[config.mk]
export PLATFORM = sky130hd
export DESIGN_NAME = button_event_reader
export DESIGN_NICKNAME = d
export VERILOG_FILES = /design/src/rtl/button_event_reader.sv
export SDC_FILE = /design/constraint.sdc
export NUM_CORES = 1
export LEC_CHECK = 0
export CAP_MARGIN = 20
export CORE_MARGIN = 2
export CORE_UTILIZATION = 35
export DETAILED_ROUTE_END_ITERATION = 10
export PLACE_DENSITY = 0.53
export SYNTH_ARGS = -nofsm -noshare
export SYNTH_HDL_FRONTEND = slang
export SYNTH_SLANG_ARGS = --single-unit
[constraint.sdc]
create_clock -name SYSCLK -period 4.9 [get_ports SYSCLK]
set_input_delay 1.225 -clock SYSCLK [delete_from_list [all_inputs] [get_ports SYSCLK]]
set_output_delay 1.225 -clock SYSCLK [all_outputs]
set_load 0.005 [all_outputs]
[src/rtl/button_event_reader.sv]
// button_event_reader: synchronise and debounce eight switch pins, pulse on edges, and queue the events
module button_event_reader #(
    parameter int DEBOUNCE_CYCLES = 25000000 / 50,
    parameter int CNT_WIDTH = 20,
    parameter int ACTIVE_LOW = 0
) (
    input  logic       SYSCLK,
    input  logic       RSTN,
    input  logic [7:0] SW,
    output logic [7:0] LEVEL,
    output logic [7:0] PRESS,
    output logic [7:0] RELEASE,
    output logic       EVT_VALID,
    output logic [3:0] EVT_DATA,
    input  logic       EVT_READY,
    output logic       EVT_OVF,
    input  logic       CLR_OVF
);
    localparam logic [CNT_WIDTH-1:0] LAST = CNT_WIDTH'(DEBOUNCE_CYCLES - 1);

    logic [7:0] sync1, sync2, s, commit, set_pp, set_pr, clr_pp, clr_pr, pp, pr;
    logic [CNT_WIDTH-1:0] cnt [8];
    logic [3:0] mem [4];
    logic [3:0] sel_evt;
    logic [2:0] sel, count;
    logic [1:0] rd_ptr, wr_ptr;
    logic       any_pend, pop, push, ovf_set;

    assign s = (ACTIVE_LOW != 0) ? ~sync2 : sync2;
    assign set_pp = commit & s;
    assign set_pr = commit & ~s;
    assign EVT_VALID = count != 3'd0;
    assign EVT_DATA = EVT_VALID ? mem[rd_ptr] : 4'd0;

    // two-flop synchroniser on every pin
    always_ff @(posedge SYSCLK or negedge RSTN) begin
        if (!RSTN) begin
            sync1 <= '0;
            sync2 <= '0;
        end else begin
            sync1 <= SW;
            sync2 <= sync1;
        end
    end

    // a channel commits once its differing level has been stable for DEBOUNCE_CYCLES samples
    always_comb begin
        commit = '0;
        for (int i = 0; i < 8; i++) commit[i] = (s[i] != LEVEL[i]) && (cnt[i] == LAST);
    end

    // debounce counters, accepted levels and the one-cycle edge pulses
    always_ff @(posedge SYSCLK or negedge RSTN) begin
        if (!RSTN) begin
            for (int i = 0; i < 8; i++) cnt[i] <= '0;
            LEVEL   <= '0;
            PRESS   <= '0;
            RELEASE <= '0;
        end else begin
            for (int i = 0; i < 8; i++) cnt[i] <= (s[i] == LEVEL[i] || commit[i]) ? '0 : cnt[i] + 1'b1;
            LEVEL   <= LEVEL ^ commit;
            PRESS   <= set_pp;
            RELEASE <= set_pr;
        end
    end

    // lowest pending channel wins, press before release; a full FIFO still accepts when it pops
    always_comb begin
        sel = '0;
        any_pend = 1'b0;
        for (int i = 7; i >= 0; i--) begin
            if (pp[i] | pr[i]) begin
                sel = 3'(i);
                any_pend = 1'b1;
            end
        end
        sel_evt = {pp[sel], sel};
        pop = EVT_VALID & EVT_READY;
        push = any_pend & (~count[2] | pop);
        clr_pp = (push & pp[sel]) ? 8'b1 << sel : 8'b0;
        clr_pr = (push & ~pp[sel]) ? 8'b1 << sel : 8'b0;
        ovf_set = |(set_pp & pp & ~clr_pp) | |(set_pr & pr & ~clr_pr);
    end

    // pending bits (a new set beats a same-cycle clear) and the sticky overflow flag
    always_ff @(posedge SYSCLK or negedge RSTN) begin
        if (!RSTN) begin
            pp      <= '0;
            pr      <= '0;
            EVT_OVF <= 1'b0;
        end else begin
            pp      <= (pp & ~clr_pp) | set_pp;
            pr      <= (pr & ~clr_pr) | set_pr;
            EVT_OVF <= ovf_set | (EVT_OVF & ~CLR_OVF);
        end
    end

    // FIFO pointers and occupancy
    always_ff @(posedge SYSCLK or negedge RSTN) begin
        if (!RSTN) begin
            rd_ptr <= '0;
            wr_ptr <= '0;
            count  <= '0;
        end else begin
            rd_ptr <= rd_ptr + 2'(pop);
            wr_ptr <= wr_ptr + 2'(push);
            count  <= count + 3'(push) - 3'(pop);
        end
    end

    // FIFO storage; empty slots are masked at the output so they need no reset
    always_ff @(posedge SYSCLK) begin
        if (push) mem[wr_ptr] <= sel_evt;
    end
endmodule

# Word-level counts from Yosys, hierarchy flattened
# Memories as Yosys holds them, arrays and structs flattened.
# Cells that the tools add are included.
dict set report word_totals {
  memories 1
  ramBits 16
  register_bits 224
  output_inout_bits 30
}
dict set report op_classes {
  order_cmp 1
  eq_ne 24
  bitwise_logic 33
  n_addsub 12
  n_mux 31
  reduce_logical 19
  shifts 1
}
# name words width rd rd_ports_with_merged_regs wr line_no
set memory_table {}
lappend memory_table {mem 4 4 1 0 1 23} ;# logic [3:0] mem [4];
# op n
set ops {}
lappend ops {{adder 20 x 1 -> 20 bit, second input constant} 8}
lappend ops {{equality test 20 x 19 -> 1 bit, second input constant} 8}
lappend ops {{two-way mux 20 bit} 8}
lappend ops {{AND 8 bit} 8}
lappend ops {{two-way mux 3 bit} 8}
lappend ops {{NOT 8 bit} 3}
lappend ops {{two-way mux 8 bit} 2}
lappend ops {{OR 8 bit} 2}
lappend ops {{OR reduction 8 bit} 2}
lappend ops {{two-way mux 1 bit} 11}
lappend ops {{OR 1 bit} 11}
lappend ops {{equality test 1 bit} 8}
lappend ops {{logical AND 1 bit} 8}
lappend ops {{logical OR 1 bit} 8}
lappend ops {{!= test 1 bit} 8}
lappend ops {{<< shifter 1 x 3 -> 8 bit, first input constant} 1}
lappend ops {{XOR 8 bit} 1}
lappend ops {{AND 1 bit} 5}
lappend ops {{adder 2 x 1 -> 2 bit} 2}
lappend ops {{< comparator 3 x 4 -> 1 bit, second input constant} 1}
lappend ops {{two-way mux 4 bit} 1}
lappend ops {{adder 3 x 1 -> 3 bit} 1}
lappend ops {{binary-select mux 1 bit (select 3 bit)} 1}
lappend ops {{NOT 1 bit} 3}
lappend ops {{2 further kinds} 2}

# Logic depth before layout (Yosys ltp)
dict set report depth {
  depth_word 19
  ltp_mapped 12
  ltp_nobuf 11
}

# Worst setup path after synthesis
# OpenSTA, ideal clock, no wires.
dict set report synth_path {
  path_kind {input -> register}
  start {input EVT_READY}
  end {register count[2]}
  setup_slack_ns 2.164
  required_ns 4.777
  setup_ns 0.123
  n_path_buf 0
  arrival_ns 2.613
  cell_stages 9
  cell_sequence {nand2b_1 nand2_1 ha_1 inv_1 ha_1 inv_1 fa_1 xnor2_1 xnor2_1}
}
dict set report synth_between {
  elab_chain_cells 5
}
# element line_no
set synth_lines {}
lappend synth_lines {{start, declared} 15} ;# input logic EVT_READY,
lappend synth_lines {{AND 1 bit *} 78} ;# pop = EVT_VALID & EVT_READY;
lappend synth_lines {{OR 1 bit} 79} ;# push = any_pend & (~count[2] | pop);
lappend synth_lines {{AND 1 bit} 79}
lappend synth_lines {{adder 3 x 1 -> 3 bit} 107} ;# count <= count + 3'(push) - 3'(pop);
lappend synth_lines {{subtractor 3 x 1 -> 3 bit *} 107}
lappend synth_lines {{end signal, assigned} 107}
lappend synth_lines {{end, declared} 25} ;# logic [2:0] sel, count;
# Mark *: on every way between the ends. The rest lies on a longest branch, timed or not.

# Worst setup path after layout
dict set report layout_path {
  start {register rd_ptr[0]}
  end {output EVT_DATA[1]}
}
dict set report layout_between {
  elab_chain_cells 2
}
# element line_no
set layout_lines {}
lappend layout_lines {{start, declared} 26} ;# logic [1:0] rd_ptr, wr_ptr;
lappend layout_lines {{start signal, assigned} 105} ;# rd_ptr <= rd_ptr + 2'(pop);
lappend layout_lines {{memory (4 x 4 bit)} -}
lappend layout_lines {{two-way mux 4 bit} 33} ;# assign EVT_DATA = EVT_VALID ? mem[rd_ptr] : 4'd0;
lappend layout_lines {{end, declared} 14} ;# output logic [3:0] EVT_DATA,
# No other way between the ends.

==> summary.md <==
| Metric | Value |
|---|---|
| Post-CTS Hold Buffers | 0 |
| #FFs+latches synth | 240 |
| Worst slew margin | 0.401 |
| Setup CP Type | flip-flop to primary output |
| Endpoints failing hold | 0 |
| GR Overflow Total | 0 |
| Most frequent cell after synthesis | dfrtp_1 |
| Num CTS Buffers | 28 |
| Tcrit/Tclk final | 0.690 |
| Net count after synthesis | 1125 |
| Post-synth EDFFs | 16 |
| Area contributors post-synth | dfrtp_1 50%, nor2_1 7.4%, xor2_1 6.4%, xnor2_1 4.5%, edfxtp_1 4.3% |
| Setup TNS | 0 ps |
| Commonest cells in the netlist | 224 x dfrtp_1, 220 x nor2_1, 85 x nand2_1, 82 x xor2_1, 60 x nand3_1 |
| Pleak | 5.50 nW |
| Final net count | 1181 |
| Max Root-Sink Buffers | 3 |
| IO Port Bufs | 41 |
| Die area | 33300 um^2 |
| Final non-filler cell total | 1580 |
| CP Max Fanout | 5 |
| Yosys top cell area share | 0.502 |
| Initial Util | 0.355 |
| Resized cells post-CTS | 0 |
| Status | finished clean |
| XOR/XNOR share of the synthesized area | 0.110 |
| R2R depth | 7 |
| Mux contribution to synthesized area | 0.0161 |
| Vias in the first global route | 7436 |
| Via density | 4.92 |
| Total wire length | 22300 um |
| Die W | 183 um |
| Largest net degree at the start of global routing | 116 |
| Residual DRC | 0 |
| Max-Cap Viols | 0 |
| I/O pin count | 42 |
| Setup crit start kind | flip-flop |
| Compound-cell area share of the yosys netlist | 0.0476 |
| First-pass GRT wire length | 37700 um |
| GRT Resource Usage Total | 0.136 |
| Antenna cells | 0 |
| Uppermost layer routed | met4 |
| Met3 WL post-DR | 920 um |
| Layout cells sized above 1 | 0.0645 |
| Crit end category | primary output |
| Area Growth Syn to Fin | 17.1% |
| Worst-Margin Slew | 899 ps |
| Avg Cell Area, Syn | 10.2 um^2 |
| Clk sinks | 240 |
| Worst path arrival time | 2160 ps |
| Initial DRC Count | 542 |
| Cell Rows | 65 |
| DIE HEIGHT | 183 um |
| Final Skew | 6.95 ps |
| Placed Cells | 1528 |
| Final Critical Period | 3380 ps |
| Cell taking the most area after synthesis | dfrtp_1 |
| Number of fill cells | 2968 |
| Post-Synthesis Cells | 1100 |
| Endpoints failing setup | 0 |
| Fmax | 0.296 GHz |
| Pwr dens | 404 nW/um^2 |
| CORE AREA | 31500 um^2 |
| Root buf cell | clkbuf_16 |
| Post-DP HPWL | 15400 um |
| Register area share after synthesis | 0.545 |
| Yosys warnings | 0 |
| Slew Limit Fails | 0 |
| Main combinational cell family by area after synthesis | simple AND/OR/NAND/NOR gates |
| Synth Area in Simple Gates | 0.250 |
| Clk slew on worst S/H paths | 60 ps |
| Cell variety after synth | 58 |
| WL met1 | 11400 um |
| H-tree levels | 1 |
| Hold crit path type | flip-flop to flip-flop |
| Vias | 7774 |
| Multi-input gate area | 4900 um^2 |
| Post-Synth Adder-Cell Area | 0.0152 |
| Reg area | 6090 um^2 |
| Met2 wire length | 9580 um |
| Async S/R FF share, synth | 0.933 |
| TritonCTS clock tree | built |
| Peak VDD IR | 0.000263 V |
| WHS Path Cells | 0 |
| RSZ-0062 raised after global routing | no |
| Synth Flop Type | dfrtp_1 |
| Initial DRT Pass Iterations | 6 |
| WP data required | 3670 ps |
| Antenna Violating Nets Remaining | 0 |
| Antenna violations before repair | 0 |
| Worst-skew pair later-pin latency | 530 ps |
| Area of the mapped netlist | 11200 um^2 |
| Placer Congestion | 0.876 |
| WL per Instance | 14.1 um |
| Post-CTS Setup Bufs | 0 |
stage by stage:
| step | cell area (um^2) | setup slack [ps] | utilization | total power, W | hold WS (ps) |
|---|---|---|---|---|---|
| final | 13100 | 1520 | 0.415 | 0.00529 | 349 |
| after CTS | 13100 | 1470 | 0.415 | 0.00536 | 352 |
| after global placement | 12100 | 1410 | 0.383 | 0.00302 | 333 |
| after global routing | 13100 | 1360 | 0.415 | 0.00555 | 355 |
| after detailed placement | 12100 | 1380 | 0.383 | 0.00302 | 337 |
| after floorplan | 11200 | 2160 | - | 0.00274 | 331 |
cells by family (layout without fill, tap and decap cells):
group / count (synthesis) / count (layout)
xor+xnor: 140 / 140
fa+ha+maj: 13 / 13
compound gates: 77 / 77
buf+inv: 48 / 126
mux: 12 / 12
simple gates: 570 / 570
flops: 240 / 240
where the power goes:
group	switching [W]	internal, W
registers	0.0000916	0.00215
logic	0.000437	0.000295
clock network	0.000819	0.00149
total	0.00135	0.00394
sequential cells by signal, indices dropped and copies added (netlist names), named ones only:
name / flops
cnt: 160
mem: 16
PRESS: 8
RELEASE: 8
pp: 8
pr: 8
s: 8
sync1: 8
count: 3
rd_ptr: 2
wr_ptr: 2
EVT_OVF: 1
worst paths after layout:
kind | from | to | slack, ps
setup / recovery | rd_ptr[0] | EVT_DATA[1] | 1520
hold / removal | sync1[1] | s[1] | 350
setup reg to reg | pp[5] | EVT_OVF | 2050
hold reg to reg | sync1[1] | s[1] | 350
max in group asynchronous | RSTN | cnt[58] | 3140
min in group asynchronous | RSTN | cnt[69] | 750
placed cells by master (no fill, tap or decap), types with 6 or more instances in the layout:
cell,instances
bufinv_16,8
nor2b_1,17
clkdlybuf4s50_1,40
nor2_1,220
mux2_2,8
clkbuf_16,29
nand4_1,28
edfxtp_1,16
a21oi_1,16
and2_1,9
clkbuf_1,6
nand2b_1,17
or3_1,19
o21ai_0,21
xor2_1,82
xnor2_1,58
and3_1,30
dfrtp_1,224
inv_1,30
and4_1,8
nand3_1,60
nand2_1,85
clkinv_1,6
nor4b_1,14
nor3_1,21
or2_2,13
ha_1,12
nor4_1,13
area by class of cell:
class | instances | share of cell area
clock inverters | 17 | 0.0212
well taps | 402 | 0.0385
repair buffers | 44 | 0.0344
flip-flops and latches | 240 | 0.465
clock buffers | 35 | 0.0572
multi-input cells | 812 | 0.375
inverters | 30 | 0.00861
routing by layer:
layer,vias to the layer above,global-route usage
met4,0,0.0358
met3,36,0.0220
met5,-,0
met1,3722,0.201
met2,130,0.206
li1,3886,-
critical path: stages (launching register included):
cell and delay [ps]:
dfrtp_1 490, mux4_2 530, nor2b_1 140, clkdlybuf4s50_1 460
Note: power is estimated with default switching activity, not from simulation.
